**config.mk**
```make
export PLATFORM = sky130hd
export DESIGN_NAME = adder_share_arbiter
export DESIGN_NICKNAME = d
export VERILOG_FILES = /design/src/rtl/adder_share_arbiter.sv
export SDC_FILE = /design/constraint.sdc
export NUM_CORES = 1
export LEC_CHECK = 0
export CAP_MARGIN = 20
export CORE_MARGIN = 4
export CORE_UTILIZATION = 41
export CTS_CLUSTER_DIAMETER = 60
export DETAILED_ROUTE_END_ITERATION = 8
export HOLD_SLACK_MARGIN = 0.02
export PLACE_DENSITY = 0.73
export REMOVE_ABC_BUFFERS = 1
export SLEW_MARGIN = 10
export SYNTH_ARGS = -nofsm -noshare
export SYNTH_HDL_FRONTEND = slang
export SYNTH_SLANG_ARGS = --single-unit
```
**constraint.sdc**
```tcl
create_clock -name clk -period 1.5 [get_ports clk]
set_input_delay 0.225 -clock clk [delete_from_list [all_inputs] [get_ports clk]]
set_output_delay 0.225 -clock clk [all_outputs]
set_load 0.05 [all_outputs]
```
**src/rtl/adder_share_arbiter.sv**
```systemverilog
// Two requesters time-share one 3-bit adder through an IDLE/GRANT/DONE/RELEASE FSM.
// Define ADDER_ARB_ACCUM_EN to turn each sum register into a wrapping per-requester accumulator.
module adder_share_arbiter (
  input  logic       clk,
  input  logic       rst,
  input  logic       req0,
  input  logic       req1,
  input  logic [1:0] addend0,
  input  logic [1:0] addend1,
  input  logic       augend0,
  input  logic       augend1,
  output logic [1:0] grant_led,
  output logic       busy_led,
  output logic       done0,
  output logic       done1,
  output logic [2:0] sum0_led,
  output logic [2:0] sum1_led,
  output logic [1:0] state_dbg
);

  // Handshake: reqN is a level; once granted, doneN pulses for one cycle and the
  // grant is held in RELEASE until the winner lowers reqN.
  typedef enum logic [1:0] {
    S_IDLE    = 2'd0,
    S_GRANT   = 2'd1,
    S_DONE    = 2'd2,
    S_RELEASE = 2'd3
  } state_t;

  state_t     state_q;
  logic       win_q;
  logic       rr_q;
  logic [1:0] opa_q;
  logic       opb_q;
  logic [1:0] grant_q;
  logic       done0_q;
  logic       done1_q;
  logic [2:0] sum0_q;
  logic [2:0] sum1_q;

  logic       pick_d;
  logic [2:0] sum_base_d;
  logic [2:0] sum_d;
  logic       win_req_d;

  // A tie goes to the round-robin pointer, otherwise to whoever is asking.
  assign pick_d = (req0 && req1) ? rr_q : req1;
  assign win_req_d = win_q ? req1 : req0;

`ifdef ADDER_ARB_ACCUM_EN
  assign sum_base_d = win_q ? sum1_q : sum0_q;
`else
  assign sum_base_d = 3'd0;
`endif

  assign sum_d = sum_base_d + {1'b0, opa_q} + {2'b00, opb_q};

  always_ff @(posedge clk or posedge rst) begin
    if (rst) begin
      state_q <= S_IDLE;
      win_q   <= 1'b0;
      rr_q    <= 1'b0;
      opa_q   <= 2'd0;
      opb_q   <= 1'b0;
      grant_q <= 2'b00;
      done0_q <= 1'b0;
      done1_q <= 1'b0;
      sum0_q  <= 3'd0;
      sum1_q  <= 3'd0;
    end else begin
      done0_q <= 1'b0;
      done1_q <= 1'b0;
      case (state_q)
        S_IDLE: begin
          if (req0 || req1) begin
            win_q   <= pick_d;
            grant_q <= pick_d ? 2'b10 : 2'b01;
            opa_q   <= pick_d ? addend1 : addend0;
            opb_q   <= pick_d ? augend1 : augend0;
            state_q <= S_GRANT;
          end
        end
        S_GRANT: begin
          if (win_q) begin
            sum1_q  <= sum_d;
            done1_q <= 1'b1;
          end else begin
            sum0_q  <= sum_d;
            done0_q <= 1'b1;
          end
          state_q <= S_DONE;
        end
        S_DONE: begin
          rr_q    <= ~win_q;
          state_q <= S_RELEASE;
        end
        S_RELEASE: begin
          if (!win_req_d) begin
            grant_q <= 2'b00;
            state_q <= S_IDLE;
          end
        end
        default: state_q <= S_IDLE;
      endcase
    end
  end

  assign grant_led = grant_q;
  assign busy_led  = (state_q != S_IDLE);
  assign done0     = done0_q;
  assign done1     = done1_q;
  assign sum0_led  = sum0_q;
  assign sum1_led  = sum1_q;
  assign state_dbg = state_q;

endmodule
```
==> results of run 1 <==
cell families after synthesis:
kind of cell	Yosys count	synth area share
AND/OR/NAND/NOR	14	0.09418
buffers and inverters	9	0.04933
adder cells (fa/ha/maj)	7	0.1046
multiplexers	8	0.1106
flip-flops	17	0.5082
AO/OA/AOI/OAI	15	0.1330
routing by layer:
metal  share of wire  up-vias  wire length, microns  global-route usage
li1                -      326                     -                   -
met1            0.42      319                   700              0.1587
met2            0.52       18                   869              0.2397
met3           0.056        2                    94             0.03944
met4          0.0095        0                    16             0.03830
met5               0        -                     0                   0
state kept, by name, summed over array words and instances (netlist names):
register,flops
sum1_led,3
rr_q,1
grant_led,2
done0,1
opb_q,1
done1,1
state_dbg,2
sum0_led,3
win_q,1
opa_q,2
worst register-to-register path, stage by stage, from the launching register on:
cell	delay (ns)
dfrtp_1	0.40
inv_2	0.08
ha_4	0.13
or3b_4	0.40
o21a_4	0.14
mux2_4	0.29
how the worst max path moves through the flow:
stage,startpoint,end,slack (ns),cells past startpoint
after global routing,state_dbg[0],state_dbg[1],-0.07,5
after CTS,state_dbg[1],state_dbg[1],-0.04,5
after detailed placement,req1,grant_led[1],-0.12,6
final,state_dbg[0],state_dbg[1],-0.04,5
after global placement,req1,state_dbg[1],-0.1,4
after floorplan,state_dbg[0],state_dbg[1],-0.41,5
metrics by stage:
step / worst slack, ns / power (mW) / util / hold WS (ns)
after floorplan: -0.4057 / 2.001 / - / 0.1511
after global placement: -0.09574 / 2.764 / 0.6140 / 0.4690
after detailed placement: -0.1190 / 2.799 / 0.6140 / 0.4774
after CTS: -0.04080 / 3.098 / 0.6379 / 0.2340
after global routing: -0.07145 / 3.334 / 0.6469 / 0.2457
final: -0.04350 / 3.130 / 0.6469 / 0.2296
final cells by class:
cell class | instances | area share
multi-input combinational | 44 | 0.3207
tap | 27 | 0.02689
timing repair buffer | 33 | 0.2649
sequential | 17 | 0.3396
clock buffer | 3 | 0.01793
clock inverter | 1 | 0.003984
inverter | 8 | 0.02590
repair_timing:
action / 4_1_cts / 5_1_grt
pin swaps: 2 / 2
setup buffers: 0 / 0
endpoints found under the setup margin: 4 / 7
resized for setup: 6 / 6
synth_stat cells (2+ instances only):
master    count
dfrtp_1      17
a31oi_1       3
nand2_1       2
inv_1         8
o21ai_0       3
ha_1          7
mux2_2        2
nor2b_1       2
nor2_1        5
mux2_1        4
nand3b_1      3
power groups by stage:
stage	combinational [mW]	clock (mW)	sequential (mW)
floorplan	0.670	0	1.33
detailed placement	1.97	0	0.828
global route	2.19	0.276	0.864
CTS	2.03	0.247	0.826
finish	2.05	0.242	0.839
global placement	1.95	0	0.818
layout by cell type, fill, tap and decap left out, drive strengths merged, types with 2 or more instances in the layout:
| master | netlist | final |
|---|---|---|
| clkdlybuf4s50 | 0 | 9 |
| o21a | 2 | 2 |
| o21ai | 3 | 3 |
| mux2 | 7 | 7 |
| nor2b | 2 | 2 |
| nor2 | 5 | 5 |
| nand3b | 3 | 3 |
| dfrtp | 17 | 17 |
| a31oi | 3 | 3 |
| buf | 1 | 24 |
| clkbuf | 0 | 3 |
| ha | 7 | 7 |
| inv | 8 | 8 |
| nand2 | 2 | 2 |
==> flow_metrics.tcl, run 1 <==
set metrics [dict create \
    dieArea_sq_um 2829 \
    grt_pass1_vias 623 \
    cp_max_fo 3 \
    grt_pass1_wl_mm 2.780 \
    p_per_area_nw_per_um2 2491 \
    wl_mm 1.680 \
    synthFlopType "dfrtp_1" \
    fmax_mhz 647.9 \
    p_int_mw 1.727 \
    place_congestion 0.7065 \
    worst-path-buf-inv 1 \
    path_clk_slew_ns 0.10 \
    io_buffers 22 \
    grt_usage 0.1361 \
    hold_class "in -> async" \
    grt_max_degree 18 \
    vias 665 \
    seqPwrFrac 0.268 \
    design_area_sq_um 1256 \
    io_pins 23 \
    drtPass1Iterations 4 \
    multi_input_area_sq_um 402.9 \
    clock_latency_ns 0.28 \
    root_buffer "clkbuf_4" \
    placed_area_sq_um 1192 \
    slowest_delay_ns 0.40 \
    synth_cell_types 25 \
    area_delta_synth_final_pct 50.07 \
    r2r_start "state_dbg[0]" \
    cp_data_arrival_time_ns 1.72 \
    violations "setup timing" \
    core_area_sq_um 1942 \
    synth.avg_cell_area_sq_um 11.96 \
    cts_buffer_depth 2 \
    max_slew.worst_pin.slew_ns 0.2450 \
    path_cells "inv_2 > ha_4 > or3b_4 > o21a_4 > mux2_4" \
    drive_above_1_share 0.4057 \
    clkSinkCount 17 \
    antenna_found_initial 0 \
    nFillCells 154 \
    syn-instance-count 70 \
    vias_per_cell 5.000 \
    synth.area.top_cells "dfrtp_1 (51%), ha_1 (10%), mux2_1 (5.4%), inv_1 (3.6%), mux2_2 (2.7%)" \
    clock_power_share 0.077 \
    fin_cells 133 \
    p_leak_nw 0.6001 \
    r2r_end "state_dbg[1]" \
    synth_edf_count 0 \
    finalHoldViolations 0 \
    slowest_stage "dfrtp_1" \
    num_rows 16 \
    numCtsBuffers 3 \
    synth_area_sq_um 837.1 \
    p_comb_frac 0.654 \
    path_delay_family "flip-flops" \
    synth_seq_cells 17 \
    grt_setup_unrepaired "yes" \
    yosysTopAreaCell "dfrtp_1" \
    ys.warnings.count 0 \
    htreeDepth 1 \
    diodes 0 \
    outcome "finished, violations left" \
    p_sw_frac 0.4482 \
    drc_errors 0 \
    finalCritPeriodShare 1.029 \
    finClkSkew_ns 0.001645 \
    critPathCaptureType "flip-flop" \
    first_iter_violations 7 \
    fin_nets 124 \
    required_ns 1.68 \
    grt_remaining_overflow 0 \
    dieWidth_microns 53.19 \
    place_hpwl_mm 1.242 \
    rrSetupSlack_ns -0.04 \
    wire_per_inst_microns 12.63 \
    ir_drop_mv 1.452 \
    slew_violations 0 \
    start_kind "flip-flop" \
    regArea_sq_um 426.7 \
    synth_seq_area_share 0.5082 \
    place_inst 129 \
    slew_headroom 0.8334 \
    die_y_microns 53.19 \
    cts_tree "built" \
    setup_tns_ns -0.04350 \
    crit_type "reg -> reg" \
    max-cap-violations 0 \
    yosys.area.top_type_share 0.5082 \
    p_sw_mw 1.403 \
    start_util 0.4311 \
    synthArstFlopShare 1.000 \
    postRouteAntennaNets 0 \
    r2r_cells 5 \
    layout_setup_ws_ns -0.04350 \
    final-setup-viol-count 1 \
    ctsHoldBuffers 0 \
    period_needed_ns 1.544 \
]
No activity file was read; power rests on OpenSTA's default activity.
==> inputs of run 2 (changes only) <==
--- a/config.mk
+++ b/config.mk
@@ -5,13 +5,13 @@
 export SDC_FILE = /design/constraint.sdc
 export NUM_CORES = 1
 export LEC_CHECK = 0
-export CAP_MARGIN = 20
+export ABC_AREA = 1
 export CORE_MARGIN = 4
-export CORE_UTILIZATION = 41
+export CORE_UTILIZATION = 42
 export CTS_CLUSTER_DIAMETER = 60
 export DETAILED_ROUTE_END_ITERATION = 8
 export HOLD_SLACK_MARGIN = 0.02
-export PLACE_DENSITY = 0.73
+export PLACE_DENSITY = 0.74
 export REMOVE_ABC_BUFFERS = 1
 export SLEW_MARGIN = 10
 export SYNTH_ARGS = -nofsm -noshare
==> run 2 against run 1 <==
Effect of this change:
- the run now ends clean
- global-route usage is 0.084 points higher
- clock-buffer cell count stayed put
- non-clock buffer count is 8 lower
- critical path depth is 1 lower
- hold slack worse by 0.00088 ns
- register-to-register slack better by 0.33 ns
- synthesized cell count is 46% higher
- sequential power is 7.5% lower
- die area is 0.79% lower
- sequential cell count stayed put
- clock skew is 0.0042 ns higher
- combinational power is 14% lower
- largest power group unchanged
- highest routed layer unchanged
==> flow_metrics.tcl, run 2 <==
set metrics [dict create \
    ir_drop_mv 1.488 \
    slew_violations 0 \
    crit_type "reg -> out" \
    io_pins 23 \
    diodes 0 \
    clock_latency_ns 0.30 \
    finalCritPeriodShare 0.9618 \
    fin_cells 158 \
    grt_pass1_wl_mm 2.822 \
    p_leak_nw 0.6401 \
    postRouteAntennaNets 0 \
    hold_class "in -> async" \
    wl_mm 1.607 \
    timing.hold.ws_ns 0.2287 \
    grt_setup_unrepaired "no" \
    r2r_cells 6 \
    place_inst 154 \
    p_sw_frac 0.4974 \
    cp_data_arrival_time_ns 1.22 \
    io_buffers 22 \
    numCtsBuffers 3 \
    final-setup-viol-count 0 \
    p_int_mw 1.405 \
    antenna_found_initial 0 \
    synth_edf_count 0 \
    fmax_mhz 693.1 \
    cts_tree "built" \
    r2r_end "grant_led[1]" \
    finClkSkew_ns 0.005824 \
    htreeDepth 1 \
    grt_remaining_overflow 0 \
    synth_seq_cells 17 \
    max_slew.worst_pin.slew_ns 0.2446 \
    wl_met2_microns 734 \
    fin_nets 149 \
    outcome "finished clean" \
    synthArstFlopShare 1.000 \
    routed-wl-met3_microns 97 \
    dieWidth_microns 52.98 \
    first_iter_violations 9 \
    die_y_microns 52.98 \
    p_per_area_nw_per_um2 2382 \
    synth_area_sq_um 849.6 \
    ys.warnings.count 0 \
    grt_max_degree 18 \
    start_util 0.4375 \
    required_ns 1.27 \
    vias_per_cell 4.601 \
    period_needed_ns 1.443 \
    finalHoldViolations 0 \
    yosys.area.top_type_share 0.5007 \
    vias 727 \
    r2r_start "state_dbg[0]" \
    place_congestion 0.8547 \
    synth_seq_area_share 0.5007 \
    place_hpwl_mm 1.222 \
    dieArea_sq_um 2806 \
    cts_buffer_depth 2 \
    num_rows 16 \
    p_comb_frac 0.631 \
    yosysTopAreaCell "dfrtp_1" \
    netlist_top_cells_count "nand2_1 (40), dfrtp_1 (17), inv_1 (13)" \
    synth_cell_types 15 \
    path_clk_slew_ns 0.11 \
    critPathCaptureType "primary output" \
    synth.avg_cell_area_sq_um 8.329 \
    wire_per_inst_microns 10.17 \
    highest_layer "met4" \
    syn-instance-count 102 \
    rrSetupSlack_ns 0.29 \
    core_area_sq_um 1942 \
    clock_power_share 0.092 \
    layout_common_cells "nand2_1 (40), dfrtp_1 (17), inv_1 (13), buf_4 (13), clkdlybuf4s50_1 (9)" \
    start_kind "flip-flop" \
    drtPass1Iterations 4 \
    synth.area.top_cells "dfrtp_1 (50%), nand2_1 (18%), ha_1 (10%), inv_1 (5.7%), nand3_1 (4.1%)" \
    drive_above_1_share 0.2137 \
    grt_usage 0.1369 \
    yosysMostFrequentCell "nand2_1" \
    seqPwrFrac 0.277 \
    met1_length_microns 731 \
    synthFlopType "dfrtp_1" \
    area_delta_synth_final_pct 38.14 \
    final_common_cell "nand2_1" \
    clkSinkCount 17 \
    ctsHoldBuffers 0 \
    root_buffer "clkbuf_4" \
    grt_pass1_vias 657 \
    max-cap-violations 0 \
    slew_headroom 0.8368 \
    cp_max_fo 4 \
    p_sw_mw 1.390 \
    drc_errors 0 \
    setup_tns_ns 0 \
]
## run 2: area by class of cell
type                    instances  area, sq um
fillers                       177        768.2
inverters                      15        56.30
flip-flops and latches         17        425.4
clock inverters                 1        7.507
repair buffers                 25        247.7
multi-input cells              70        380.4
clock buffers                   3        22.52
well taps                      27        33.78
## run 2: what timing repair did
| action | 4_1_cts | 5_1_grt |
|---|---|---|
| endpoints found under the setup margin | 1 | 1 |
| resized for setup | 1 | 1 |
| buffers inserted | 0 | 0 |
| pin swaps | 0 | 0 |
## run 2: power by group through the flow
stage / clock network [mW] / logic [mW] / registers, mW
after global routing: 0.287 / 1.94 / 0.799
final: 0.256 / 1.76 / 0.776
after CTS: 0.261 / 1.74 / 0.774
after detailed placement: 0 / 1.73 / 0.782
after floorplan: 0 / 0.644 / 1.27
after global placement: 0 / 1.70 / 0.778
## run 2: through the flow
stage,instance area (sq um),utilization,power [mW],worst slack [ns]
floorplan,849.6,-,1.911,-0.1607
global placement,1131,0.5825,2.480,0.1204
detailed placement,1131,0.5825,2.510,0.07727
CTS,1164,0.5992,2.777,0.02569
global route,1174,0.6044,3.024,0.01395
finish,1174,0.6044,2.795,0.05724
## run 2: worst max-delay path by stage
stage,from,to
global route,state_dbg[0],busy_led
CTS,state_dbg[0],busy_led
floorplan,state_dbg[0],state_dbg[0]
finish,state_dbg[0],busy_led
global placement,req1,grant_led[1]
detailed placement,req1,grant_led[1]
## run 2: worst max-delay path, cell delays in order, from the launching register on
cell and delay (ns):
dfrtp_1 0.39, inv_1 0.12, ha_4 0.18, inv_2 0.08
buf_12 0.15
## run 2: cells by family after synthesis
family,Yosys count,synth area share
flip-flops,17,0.5007
adder cells (fa/ha/maj),7,0.1031
AND/OR/NAND/NOR,53,0.2666
AO/OA/AOI/OAI,10,0.06331
buffers and inverters,15,0.06628
## run 2: routing by layer
layer  vias up  GRT usage
met4         0    0.07660
li1        374          -
met5         -          0
met3         5    0.01408
met2        23     0.2211
met1       325     0.1773
==> inputs of run 3 (changes only) <==
--- a/config.mk
+++ b/config.mk
@@ -17,3 +17,4 @@
 export SYNTH_ARGS = -nofsm -noshare
 export SYNTH_HDL_FRONTEND = slang
 export SYNTH_SLANG_ARGS = --single-unit
+export TNS_END_PERCENT = 5
==> results of run 3 <==
Final layout, timing and power as in run 2 (identical DEF).
